`src/rtl/cpu_pkg.sv`:
```
// cpu_pkg: ALU opcodes, multiplier FSM states and operand helper shared by the EX stage
package cpu_pkg;
  localparam logic [3:0] ALU_MUL   = 4'b0101;
  localparam logic [3:0] ALU_MULH  = 4'b0110;
  localparam logic [3:0] ALU_MULHU = 4'b0111;
  typedef enum logic [1:0] {IDLE, BUSY, DONE} mul_state_t;
  function automatic logic [31:0] abs32(input logic [31:0] v);
    return v[31] ? -v : v;
  endfunction
endpackage

```
`src/rtl/mul_stall_unit_if.sv`:
```
// mul_stall_unit_if: EX-stage multiply request and stall/result signals between decoder and multiplier
interface mul_stall_unit_if;
  logic        ex_valid;
  logic [3:0]  aluop;
  logic [31:0] rs1_val;
  logic [31:0] rs2_val;
  logic        flush;
  logic        stall_EX;
  logic [31:0] mul_result;
  logic        result_valid;
  logic        busy;
  modport master (output ex_valid, aluop, rs1_val, rs2_val, flush, input stall_EX, mul_result, result_valid, busy);
  modport slave (input ex_valid, aluop, rs1_val, rs2_val, flush, output stall_EX, mul_result, result_valid, busy);
endinterface

```
`src/rtl/mul_iter_dp.sv`:
```
// mul_iter_dp: shift-add accumulator consuming BITS_PER_CYCLE multiplier bits per step; MUL_EARLY_OUT_EN exposes rest_zero
module mul_iter_dp #(
  parameter int BITS_PER_CYCLE = 1
) (
  input  logic        clk,
  input  logic        rst,
  input  logic        load,
  input  logic        step,
  input  logic [31:0] a,
  input  logic [31:0] b,
`ifdef MUL_EARLY_OUT_EN
  output logic        rest_zero,
`endif
  output logic [63:0] acc
);
  logic [63:0] acc_q, acc_d, mcand_q, mcand_d;
  logic [31:0] mplier_q, mplier_d;
  // load operands on start, otherwise add the current partial product and shift
  always_comb begin
    acc_d = load ? '0 : step ? acc_q + mcand_q * 64'(mplier_q[BITS_PER_CYCLE-1:0]) : acc_q;
    mcand_d = load ? {32'b0, a} : step ? mcand_q << BITS_PER_CYCLE : mcand_q;
    mplier_d = load ? b : step ? mplier_q >> BITS_PER_CYCLE : mplier_q;
  end
  // datapath registers
  always_ff @(posedge clk) begin
    if (rst) begin
      acc_q <= '0;
      mcand_q <= '0;
      mplier_q <= '0;
    end else begin
      acc_q <= acc_d;
      mcand_q <= mcand_d;
      mplier_q <= mplier_d;
    end
  end
`ifdef MUL_EARLY_OUT_EN
  assign rest_zero = (mplier_q >> BITS_PER_CYCLE) == '0;
`endif
  assign acc = acc_q;
endmodule

```
`src/rtl/mul_stall_unit.sv`:
```
// mul_stall_unit: iterative MUL/MULH/MULHU with EX stall generation; define MUL_EARLY_OUT_EN to finish once remaining multiplier bits are zero
module mul_stall_unit
  import cpu_pkg::*;
#(
  parameter int BITS_PER_CYCLE = 1
) (
  input logic clk,
  input logic rst,
  mul_stall_unit_if.slave bus
);
  localparam int N = 32 / BITS_PER_CYCLE;
  mul_state_t state_q, state_d;
  logic [4:0] cnt_q, cnt_d;
  logic [3:0] op_q, op_d;
  logic neg_q, neg_d;
  logic mulh, is_mul, start, step, last;
  logic [31:0] a, b;
  logic [63:0] acc, p;
`ifdef MUL_EARLY_OUT_EN
  logic rest_zero;
`endif
  mul_iter_dp #(.BITS_PER_CYCLE(BITS_PER_CYCLE)) u_dp (
    .clk(clk),
    .rst(rst),
    .load(start),
    .step(step),
    .a(a),
    .b(b),
`ifdef MUL_EARLY_OUT_EN
    .rest_zero(rest_zero),
`endif
    .acc(acc)
  );
  // detect a multiply, choose operands (magnitudes only for MULH) and sequence IDLE->BUSY->DONE
  always_comb begin
    mulh = bus.aluop == ALU_MULH;
    is_mul = bus.ex_valid && (bus.aluop == ALU_MUL || mulh || bus.aluop == ALU_MULHU);
    start = state_q == IDLE && is_mul && !bus.flush;
    step = state_q == BUSY && !bus.flush;
`ifdef MUL_EARLY_OUT_EN
    last = cnt_q == 5'(N - 1) || rest_zero;
`else
    last = cnt_q == 5'(N - 1);
`endif
    a = mulh ? abs32(bus.rs1_val) : bus.rs1_val;
    b = mulh ? abs32(bus.rs2_val) : bus.rs2_val;
    state_d = start ? BUSY : step ? (last ? DONE : BUSY) : IDLE;
    cnt_d = start ? '0 : step ? cnt_q + 5'd1 : cnt_q;
    op_d = start ? bus.aluop : op_q;
    neg_d = start ? mulh && (bus.rs1_val[31] ^ bus.rs2_val[31]) : neg_q;
  end
  // control state
  always_ff @(posedge clk) begin
    if (rst) begin
      state_q <= IDLE;
      cnt_q <= '0;
      op_q <= '0;
      neg_q <= 1'b0;
    end else begin
      state_q <= state_d;
      cnt_q <= cnt_d;
      op_q <= op_d;
      neg_q <= neg_d;
    end
  end
  // stall while detecting or iterating; present the signed-corrected word only in DONE
  always_comb begin
    p = neg_q ? -acc : acc;
    bus.stall_EX = start || step;
    bus.result_valid = state_q == DONE && !bus.flush;
    bus.mul_result = state_q == DONE ? (op_q == ALU_MUL ? p[31:0] : p[63:32]) : '0;
    bus.busy = state_q != IDLE;
  end
endmodule

```
`src/flat_wrapper.sv`:
```
// flat-port wrapper written by rule: the top's interface ports become plain ports
module mul_stall_unit_flat import cpu_pkg::*;
#(
  parameter int BITS_PER_CYCLE = 1
)
  (clk, rst, bus_ex_valid, bus_aluop, bus_rs1_val, bus_rs2_val, bus_flush, bus_stall_EX, bus_mul_result, bus_result_valid, bus_busy);
  mul_stall_unit_if bus_i ();
  input logic clk;
  input logic rst;
  input wire logic [$bits(bus_i.ex_valid)-1:0] bus_ex_valid;
  input wire logic [$bits(bus_i.aluop)-1:0] bus_aluop;
  input wire logic [$bits(bus_i.rs1_val)-1:0] bus_rs1_val;
  input wire logic [$bits(bus_i.rs2_val)-1:0] bus_rs2_val;
  input wire logic [$bits(bus_i.flush)-1:0] bus_flush;
  output wire logic [$bits(bus_i.stall_EX)-1:0] bus_stall_EX;
  output wire logic [$bits(bus_i.mul_result)-1:0] bus_mul_result;
  output wire logic [$bits(bus_i.result_valid)-1:0] bus_result_valid;
  output wire logic [$bits(bus_i.busy)-1:0] bus_busy;
  assign bus_i.ex_valid = bus_ex_valid;
  assign bus_i.aluop = bus_aluop;
  assign bus_i.rs1_val = bus_rs1_val;
  assign bus_i.rs2_val = bus_rs2_val;
  assign bus_i.flush = bus_flush;
  assign bus_stall_EX = bus_i.stall_EX;
  assign bus_mul_result = bus_i.mul_result;
  assign bus_result_valid = bus_i.result_valid;
  assign bus_busy = bus_i.busy;
  mul_stall_unit #(.BITS_PER_CYCLE(BITS_PER_CYCLE)) u_core (.clk(clk), .rst(rst), .bus(bus_i));
endmodule
```
`config.mk`:
```
export PLATFORM = sky130hd
export DESIGN_NAME = mul_stall_unit_flat
export DESIGN_NICKNAME = d
export VERILOG_FILES = /design/src/rtl/cpu_pkg.sv /design/src/rtl/mul_stall_unit_if.sv /design/src/rtl/mul_iter_dp.sv /design/src/rtl/mul_stall_unit.sv /design/src/flat_wrapper.sv
export SDC_FILE = /design/constraint.sdc
export NUM_CORES = 1
export LEC_CHECK = 0
export ABC_AREA = 0
export ABC_CLOCK_PERIOD_IN_PS = 7200
export CAP_MARGIN = 20
export CORE_UTILIZATION = 55
export DETAILED_ROUTE_END_ITERATION = 10
export PLACE_DENSITY = 0.83
export SLEW_MARGIN = 40
export SYNTH_ARGS = -nofsm -noshare
export SYNTH_HDL_FRONTEND = slang
export SYNTH_SLANG_ARGS = --single-unit
```
`constraint.sdc`:
```
create_clock -name clk -period 7.2 [get_ports clk]
set_input_delay 0.72 -clock clk [delete_from_list [all_inputs] [get_ports clk]]
set_output_delay 0.72 -clock clk [all_outputs]
set_load 0.005 [all_outputs]
```
==> results_dict.tcl, run 1 <==
set metrics [dict create \
    synth-edff-count 0 \
    status "finished clean" \
    fp.dieH_um 160 \
    r2r_end "u_core.u_dp.acc[56]" \
    drive_gt1_frac 0.0401 \
    relSlewSlack 0.461 \
    grtUsageTotal 0.324 \
    synth-compound-area-share 0.248 \
    cp_max_fo 7 \
    cts.sinks 172 \
    cts-buffers-inserted 17 \
    hold_viol_final 0 \
    p_leak_uw 0.00589 \
    cts_tree "built" \
    grt_pass1_wl_um 67900 \
    min_path_type "flip-flop to flip-flop" \
    muxShareOfSynthArea 0.00581 \
    ys_types 76 \
    crit_path_end "bus_mul_result[24]" \
    power_uw 2090 \
    clk-insertion-delay-late_ps 450 \
    rows 57 \
    critPathRequiredTime_ps 6480 \
    post_cts_buffers 0 \
    setup_tns_ps 0 \
    nets 2097 \
    worstSetupPathType "flip-flop to output pin" \
    r2r-start "u_core.u_dp.mplier_q[0]" \
    min_period_over_period 0.706 \
    drt-initial-drc-count 1430 \
    crit_arrival_ps 4360 \
    synthCells 1945 \
    yosys.area_share.adder 0.0632 \
    core_area_sq_um 24500 \
    viasPerCell 6.26 \
    end_kind "output pin" \
    start_util 0.563 \
    gp_congestion 0.963 \
    reg2reg_slack_ps 2970 \
    vdd_ir_drop_max_mv 0.122 \
    multi_input_area_sq_um 9750 \
    grt-ovfl-total 0 \
    setup_viol 0 \
    path_clk_slew_ps 70 \
    maxCapViolCount 0 \
    synth_top_family_by_area "simple AND/OR/NAND/NOR gates" \
    fillCellCount 2231 \
    die_area_sq_um 25700 \
    tightestPinTransition_ps 809 \
    clock_path_buffers 2 \
    diodes 0 \
    ctsHoldBuffers 0 \
    antenna_left 0 \
    final.setup_skew_ps 23.9 \
    dieWidth_um 160 \
    root_buffer "clkbuf_16" \
    antenna_found_initial 0 \
    synth-main-ff-cell "dfxtp_1" \
    cts.htree.levels 4 \
    dr.pass1.iters 6 \
    io_buffers 106 \
    r2r_cells 12 \
    drcViolationCount 0 \
    post_drt_wl_per_cell_um 18.3 \
    cts_resized 0 \
    synth-simple-area-share 0.283 \
    rsz0062_at_grt "false" \
    timing.fmax_ghz 0.197 \
    power_density_nw_per_um2 135 \
    ys_seq_elements 172 \
    finalCriticalPeriod_ps 5080 \
    crit_start "u_core.u_dp.acc[2]" \
    grt_pass1_vias 13200 \
    final-max-slew-violation-count 0 \
    drt_wl_total_um 42100 \
    dpl.hpwl_um 31000 \
    register_area_sq_um 3450 \
    synth-xor-area-share 0.106 \
    cp-start-kind "flip-flop" \
    grt_max_degree 126 \
    yosysWarnings 0 \
    syn_nets 2086 \
    avgSynthCellArea_sq_um 7.08 \
    syn2layout_area_growth_pct 12.3 \
    ys_seq_area_frac 0.250 \
    boundaryPins 107 \
    async_reset_ff_frac 0 \
    synth_area_sq_um 13800 \
    vias 14400 \
]
[worst min path at each step]
stage	from	depth (start not counted)	to
2_1_floorplan	u_core.u_dp.mplier_q[31]	2	u_core.u_dp.mplier_q[31]
3_3_place_gp	u_core.cnt_q[4]	2	u_core.cnt_q[4]
3_5_place_dp	u_core.u_dp.mplier_q[31]	2	u_core.u_dp.mplier_q[31]
4_1_cts	u_core.u_dp.mplier_q[31]	2	u_core.u_dp.mplier_q[31]
5_1_grt	u_core.u_dp.mcand_q[39]	2	u_core.u_dp.mcand_q[40]
6_report	u_core.u_dp.mplier_q[31]	2	u_core.u_dp.mplier_q[31]
[final cells by class]
class	instances	area share
Multi-Input combinational cell	1617	0.630
Clock buffer	19	0.0286
Sequential cell	172	0.223
Timing Repair Buffer	116	0.0745
Inverter	32	0.00776
Tap cell	324	0.0262
Clock inverter	13	0.0103
[where the power goes]
part	switching [uW]	total (uW)	internal [uW]	leakage, uW
clock	429	960	531	0.000295
combinational	89.3	159	69.4	0.00421
sequential	11.5	974	963	0.00139
total	530	2090	1560	0.00589
[synthesized netlist by cell type (3+ instances only)]
cell / number / area, sq um
a211oi_1: 30 / 225
a21boi_0: 3 / 22.5
a21o_1: 29 / 218
a21oi_1: 202 / 1010
a221o_1: 3 / 30.0
a221oi_1: 3 / 26.3
a311oi_1: 61 / 534
a31oi_1: 10 / 62.6
and2_1: 75 / 469
and3_1: 13 / 81.3
buf_1: 6 / 22.5
clkbuf_1: 112 / 420
dfxtp_1: 172 / 3440
ha_1: 68 / 851
inv_1: 32 / 120
mux2i_1: 8 / 80.1
nand2_1: 379 / 1420
nand2b_1: 11 / 68.8
nand3_1: 37 / 185
nand3b_1: 3 / 22.5
nand4_1: 26 / 163
nor2_1: 167 / 627
nor2b_1: 9 / 56.3
nor3_1: 37 / 185
nor3b_1: 3 / 22.5
nor4_1: 22 / 138
o211ai_1: 10 / 75.1
o21a_1: 11 / 82.6
o21ai_0: 105 / 526
o21ai_1: 3 / 15.0
o21bai_1: 6 / 45.0
o221ai_1: 3 / 26.3
o31ai_1: 22 / 165
o41ai_1: 14 / 123
or2_2: 4 / 25.0
or3_1: 18 / 113
or4_1: 8 / 60.1
or4_4: 4 / 45.0
xnor2_1: 72 / 631
xor2_1: 94 / 823
[flip-flops by register name, indices dropped and copies added (netlist names)]
signal / cells
u_core.cnt_q: 5
u_core.op_q: 4
u_core.neg_q: 1
u_core.state_q: 2
u_core.u_dp.mcand_q: 64
u_core.u_dp.mplier_q: 32
u_core.u_dp.acc: 64
[logic make-up (layout without fill, tap and decap cells)]
kind of cell | count (synthesis) | after routing
flip-flops | 172 | 172
buffers and inverters | 156 | 180
AND/OR/NAND/NOR | 837 | 837
AO/OA/AOI/OAI | 537 | 537
multiplexers | 8 | 8
XOR/XNOR | 166 | 166
adder cells (fa/ha/maj) | 69 | 69
[worst max-delay path, cell delays in order, from the launching register on]
cell and delay, ps:
dfxtp_1 390, nor4_1 640, nand2_1 260, or3_1 440
or3_1 370, or3_1 370, o21ai_0 220, xnor2_1 90
o21ai_0 580, a21oi_1 80, clkdlybuf4s50_1 480
[per-layer routing]
layer	wire [um]	vias up	global-route usage
met5	0	-	0
met4	1050	0	0.109
met3	3600	68	0.0444
met2	18800	652	0.507
met1	18600	6713	0.456
li1	-	6927	-
[placed cells by master, fill, tap and decap left out, types with 6 or more instances in the layout]
master           synthesis  layout
inv_1                   32      32
a31oi_1                 10      10
o211ai_1                10      10
ha_1                    68      68
o31ai_1                 22      22
buf_4                    1       7
xnor2_1                 72      72
nor2b_1                  9       8
a21oi_1                202     202
o21ai_0                105     105
nor3_1                  37      37
nand4_1                 26      26
o21a_1                  11      11
a311oi_1                61      61
a211oi_1                30      30
nand2b_1                11       9
nor2_1                 167     166
or4_1                    8       8
or3_1                   18      18
nor4_1                  22      22
o41ai_1                 14      14
and3_1                  13      13
nand3_1                 37      37
and2_1                  75      74
xor2_1                  94      94
mux2i_1                  8       8
o21bai_1                 6       6
a21o_1                  29      29
dfxtp_1                172     170
clkdlybuf4s50_1          0     105
nand2_1                379     378
clkbuf_16                0      17
[per-stage QoR]
step	setup slack (ps)	hold WS, ps	util	std cells	instance area [sq um]
final	2120	462	0.633	2293	15500
after global routing	1950	489	0.633	2293	15500
after CTS	2260	461	0.632	2293	15500
after detailed placement	2740	452	0.608	2261	14900
after global placement	2770	446	0.606	2260	14800
after floorplan	3790	437	-	1945	13800
Power figures use the tool's default switching activity.
==> run 2, diff against run 1 <==
ABC_CLOCK_PERIOD_IN_PS = 4500   (was 7200)
CORE_UTILIZATION = 54   (was 55)
PLACE_DENSITY = 0.85   (was 0.83)
clock period = 4.5 ns   (was 7.2 ns; I/O delays follow)
==> results_dict.tcl, run 2 (synthesis gave the netlist of run 1 again) <==
set metrics [dict create \
    io_buffers 106 \
    boundaryPins 107 \
    status "finished clean" \
    drcViolationCount 0 \
    drt-initial-drc-count 1410 \
    post_drt_wl_per_cell_um 19.2 \
    hold_viol_final 0 \
    cp-start-kind "flip-flop" \
    dpl.hpwl_um 33800 \
    hold_end "u_core.u_dp.mplier_q[31]" \
    finalCriticalPeriod_ps 4390 \
    rsz0062_at_grt "true" \
    reg2reg_slack_ps 390 \
    layout_common_cells "nand2_1 (378), a21oi_1 (200), dfxtp_1 (171), nor2_1 (165), clkdlybuf4s50_1 (105)" \
    placed_area_sq_um 15100 \
    end_kind "output pin" \
    core_area_sq_um 25100 \
    path_clk_slew_ps 80 \
    maxCapViolCount 0 \
    cp_max_fo 7 \
    grt_max_degree 84 \
    drive_gt1_frac 0.0647 \
    vias 14600 \
    power.share.switching 0.271 \
    fin_hold_ws_ps 465 \
    r2r_end "u_core.u_dp.acc[61]" \
    cts.htree.levels 4 \
    viasPerCell 6.22 \
    clk-insertion-delay-late_ps 440 \
    stdcell_count 2340 \
    syn2layout_area_growth_pct 14.9 \
    dieWidth_um 162 \
    power_uw 3380 \
    final.setup_skew_ps 20.5 \
    intPower_uw 2470 \
    power_density_nw_per_um2 214 \
    root_buffer "clkbuf_16" \
    vdd_ir_drop_max_mv 0.199 \
    r2r_cells 13 \
    grt-ovfl-total 0 \
    rows 58 \
    antenna_found_initial 0 \
    clock_path_buffers 2 \
    tightestPinTransition_ps 821 \
    final_common_cell "nand2_1" \
    cts_tree "built" \
    setup_viol 0 \
    p_comb_frac 0.076 \
    nets 2138 \
    drt_wl_total_um 44900 \
    crit_arrival_ps 3940 \
    dr.pass1.iters 5 \
    min_path_type "flip-flop to flip-flop" \
    cts-buffers-inserted 17 \
    grt_pass1_vias 13500 \
    critPathRequiredTime_ps 4050 \
    p_seq_frac 0.460 \
    fp.dieH_um 162 \
    fillCellCount 2338 \
    dp.cells 2305 \
    start_util 0.549 \
    holdPathStages 2 \
    min_period_over_period 0.976 \
    relSlewSlack 0.453 \
    worstSetupPathType "flip-flop to output pin" \
    antenna_left 0 \
    setup_tns_ps 0 \
    gp_congestion 0.996 \
    diodes 0 \
    final-max-slew-violation-count 0 \
    r2r-start "u_core.u_dp.mplier_q[0]" \
    grt_pass1_wl_um 71500 \
    p_switching_uw 919 \
    grtUsageTotal 0.340 \
    worstHoldStart "u_core.u_dp.mplier_q[31]" \
    die_area_sq_um 26200 \
    timing.fmax_ghz 0.228 \
    cts.sinks 172 \
    p_leak_uw 0.00613 \
    final_area_sq_um 15800 \
    power.share.clock 0.464 \
]
-- run 2: cell count changes in the layout (fill, tap and decap cells not counted), moves of 2 or more --
cell | before | now
clkinv_2 | 2 | 0
inv_6 | 2 | 4
a21oi_1 | 202 | 200
a21oi_2 | 0 | 2
clkinv_8 | 1 | 3
buf_4 | 7 | 50
clkinv_4 | 3 | 1
o41ai_2 | 1 | 4
o41ai_1 | 14 | 11
-- run 2: power by group through the flow --
stage / Combinational, uW / Clock (uW) / Sequential, uW
floorplan: 130 / 0 / 1580
global placement: 245 / 0 / 1590
detailed placement: 251 / 0 / 1590
CTS: 252 / 1560 / 1560
global route: 279 / 1640 / 1560
finish: 258 / 1570 / 1560
-- run 2: worst max path at each step --
stage                                 start                  end
finish                  u_core.u_dp.acc[25]   bus_mul_result[26]
global route             u_core.u_dp.acc[2]   bus_mul_result[22]
CTS                     u_core.u_dp.acc[25]   bus_mul_result[31]
detailed placement      u_core.u_dp.acc[25]   bus_mul_result[31]
global placement        u_core.u_dp.acc[25]   bus_mul_result[23]
floorplan           u_core.u_dp.mplier_q[0]  u_core.u_dp.acc[61]
-- run 2: cell type report --
| type | instances | area [sq um] | share of cell area |
|---|---|---|---|
| clock inverters | 14 | 171 | 0.0108 |
| inverters | 32 | 120 | 0.00758 |
| repair buffers | 157 | 1450 | 0.0916 |
| clock buffers | 18 | 439 | 0.0277 |
| well taps | 330 | 413 | 0.0261 |
| flip-flops and latches | 172 | 3440 | 0.217 |
| multi-input cells | 1617 | 9800 | 0.619 |
-- run 2: per-stage QoR --
| stage | utilization | worst slack, ps |
|---|---|---|
| final | 0.631 | 106 |
| after global routing | 0.631 | -28.0 |
| after CTS | 0.627 | 42.6 |
| after detailed placement | 0.603 | 489 |
| after global placement | 0.603 | 557 |
| after floorplan | - | 1100 |
-- run 2: routing by layer --
| metal | part of all wire | track usage | vias up |
|---|---|---|---|
| li1 | - | - | 7011 |
| met1 | 0.44 | 0.471 | 6808 |
| met2 | 0.45 | 0.544 | 662 |
| met3 | 0.081 | 0.0526 | 82 |
| met4 | 0.024 | 0.0995 | 0 |
| met5 | 0 | 0 | - |
-- run 2: critical path, stage by stage, from the launching register on --
cell and delay, ps:
dfxtp_1 380, or4_4 570, or4_4 480, nor3_4 180
nand3_2 160, nand3b_4 230, or3_4 440, o31ai_4 180
xor2_1 90, a21oi_1 250, clkdlybuf4s50_1 550
-- run 2: repair_timing --
item,4_1_cts,5_1_grt
endpoints found under the hold margin,0,0
hold buffers,0,0
setup endpoints to repair,0,10
setup buffers,0,3
resized for setup,0,12
==> run 3, diff against run 2 <==
MAX_ROUTING_LAYER = met4   (was default)
==> results_dict.tcl, run 3 (synthesis gave the netlist of run 1 again) <==
set metrics [dict create \
    status "finished clean" \
    dpl.hpwl_um 33600 \
    p_leak_uw 0.00614 \
    drt_wl_total_um 45100 \
    antenna_left 0 \
    crit_arrival_ps 3920 \
    cts.htree.levels 4 \
    final_common_cell "nand2_1" \
    finalCriticalPeriod_ps 4370 \
    placed_area_sq_um 15100 \
    vdd_ir_drop_max_mv 0.191 \
    setup_viol 0 \
    relSlewSlack 0.461 \
    pre_cts_ws_ps 191 \
    worst_slack_ps 126 \
    hold_viol_final 0 \
    fin_util 0.630 \
    critPathRequiredTime_ps 4050 \
    vias 14800 \
    min_path_type "flip-flop to flip-flop" \
    cp_max_fo 7 \
    diodes 0 \
    die_area_sq_um 26200 \
    path_clk_slew_ps 80 \
    fillCellCount 2297 \
    grt-ovfl-total 0 \
    min_period_over_period 0.972 \
    drive_gt1_frac 0.0643 \
    final-max-slew-violation-count 0 \
    io_buffers 106 \
    timing.fmax_ghz 0.229 \
    start_util 0.549 \
    r2r_cells 12 \
    root_buffer "clkbuf_16" \
    tightestPinTransition_ps 809 \
    final_area_sq_um 15800 \
    grt_max_degree 127 \
    crit_path_end "bus_mul_result[26]" \
    fin_hold_ws_ps 461 \
    core_area_sq_um 25100 \
    drcViolationCount 0 \
    antenna_found_initial 0 \
    r2r_end "u_core.u_dp.acc[61]" \
    post_drt_wl_per_cell_um 19.3 \
    cts.sinks 172 \
    boundaryPins 107 \
    gp_congestion 0.972 \
    final.setup_skew_ps 15.6 \
    worstSetupPathType "flip-flop to output pin" \
    r2r-start "u_core.u_dp.mplier_q[0]" \
    reg2reg_slack_ps 420 \
    end_kind "output pin" \
    maxCapViolCount 0 \
    drt-initial-drc-count 1518 \
    dr.pass1.iters 7 \
    rsz0062_at_grt "true" \
    power_density_nw_per_um2 212 \
    cts_tree "built" \
    clk-insertion-delay-late_ps 440 \
    nets 2135 \
    grtUsageTotal 0.354 \
    layout_common_cells "nand2_1 (378), a21oi_1 (199), dfxtp_1 (168), nor2_1 (165), clkdlybuf4s50_1 (103)" \
    cp-start-kind "flip-flop" \
    syn2layout_area_growth_pct 14.7 \
    dieWidth_um 162 \
    viasPerCell 6.32 \
    grt_pass1_vias 13300 \
    cts-buffers-inserted 17 \
    grt_pass1_wl_um 71400 \
    fp.dieH_um 162 \
    worstHoldStart "u_core.u_dp.mplier_q[31]" \
    rows 58 \
    crit_start "u_core.u_dp.acc[25]" \
    ctsHoldBuffers 0 \
    clock_path_buffers 2 \
]
[run 3: per-layer routing]
| metal | vias up | GRT usage | part of all wire |
|---|---|---|---|
| met3 | 99 | 0.0523 | 0.082 |
| met5 | - | - | 0 |
| li1 | 7024 | - | - |
| met2 | 682 | 0.547 | 0.45 |
| met4 | 0 | 0.133 | 0.034 |
| met1 | 6976 | 0.466 | 0.44 |
[run 3: worst min-delay path by stage]
| stage | endpoint | cells past startpoint |
|---|---|---|
| finish | u_core.u_dp.mplier_q[31] | 2 |
| global route | u_core.cnt_q[4] | 2 |
| CTS | u_core.u_dp.mplier_q[31] | 2 |
| detailed placement | u_core.u_dp.mplier_q[31] | 2 |
| global placement | u_core.cnt_q[4] | 2 |
| floorplan | u_core.u_dp.mplier_q[31] | 2 |
[run 3: where the power goes]
part | switching [uW] | internal (uW) | total (uW)
registers | 17.4 | 1540 | 1560
logic | 144 | 113 | 257
clock network | 791 | 752 | 1540
[run 3: what timing repair did]
item	CTS	global route
gates resized for setup	0	17
endpoints found under the setup margin	3	15
setup buffers	1	0
pin swaps	1	8
[run 3: through the flow]
| step | TNS [ps] | cells | total power (uW) |
|---|---|---|---|
| finish | 0 | 2337 | 3360 |
| global route | -38.8 | 2337 | 3450 |
| CTS | 0 | 2337 | 3360 |
| detailed placement | 0 | 2304 | 1840 |
| global placement | 0 | 2304 | 1840 |
| floorplan | 0 | 1945 | 1710 |
[run 3: final cells by class]
cell class / instances / area [sq um] / area share
clock buffer: 17 / 425 / 0.0269
timing repair buffer: 154 / 1430 / 0.0907
clock inverter: 15 / 175 / 0.0111
inverter: 32 / 120 / 0.00760
tap: 330 / 413 / 0.0261
sequential: 172 / 3450 / 0.218
multi-input combinational: 1617 / 9790 / 0.619
[run 3: worst max-delay path: stages, from the launching register on]
cell	delay (ps)
dfxtp_2	360
or4_4	550
or4_4	460
nor3_4	280
nand3_2	150
nand3b_4	230
or3_4	400
o31ai_4	190
xor2_1	90
a21oi_1	240
clkdlybuf4s50_1	540
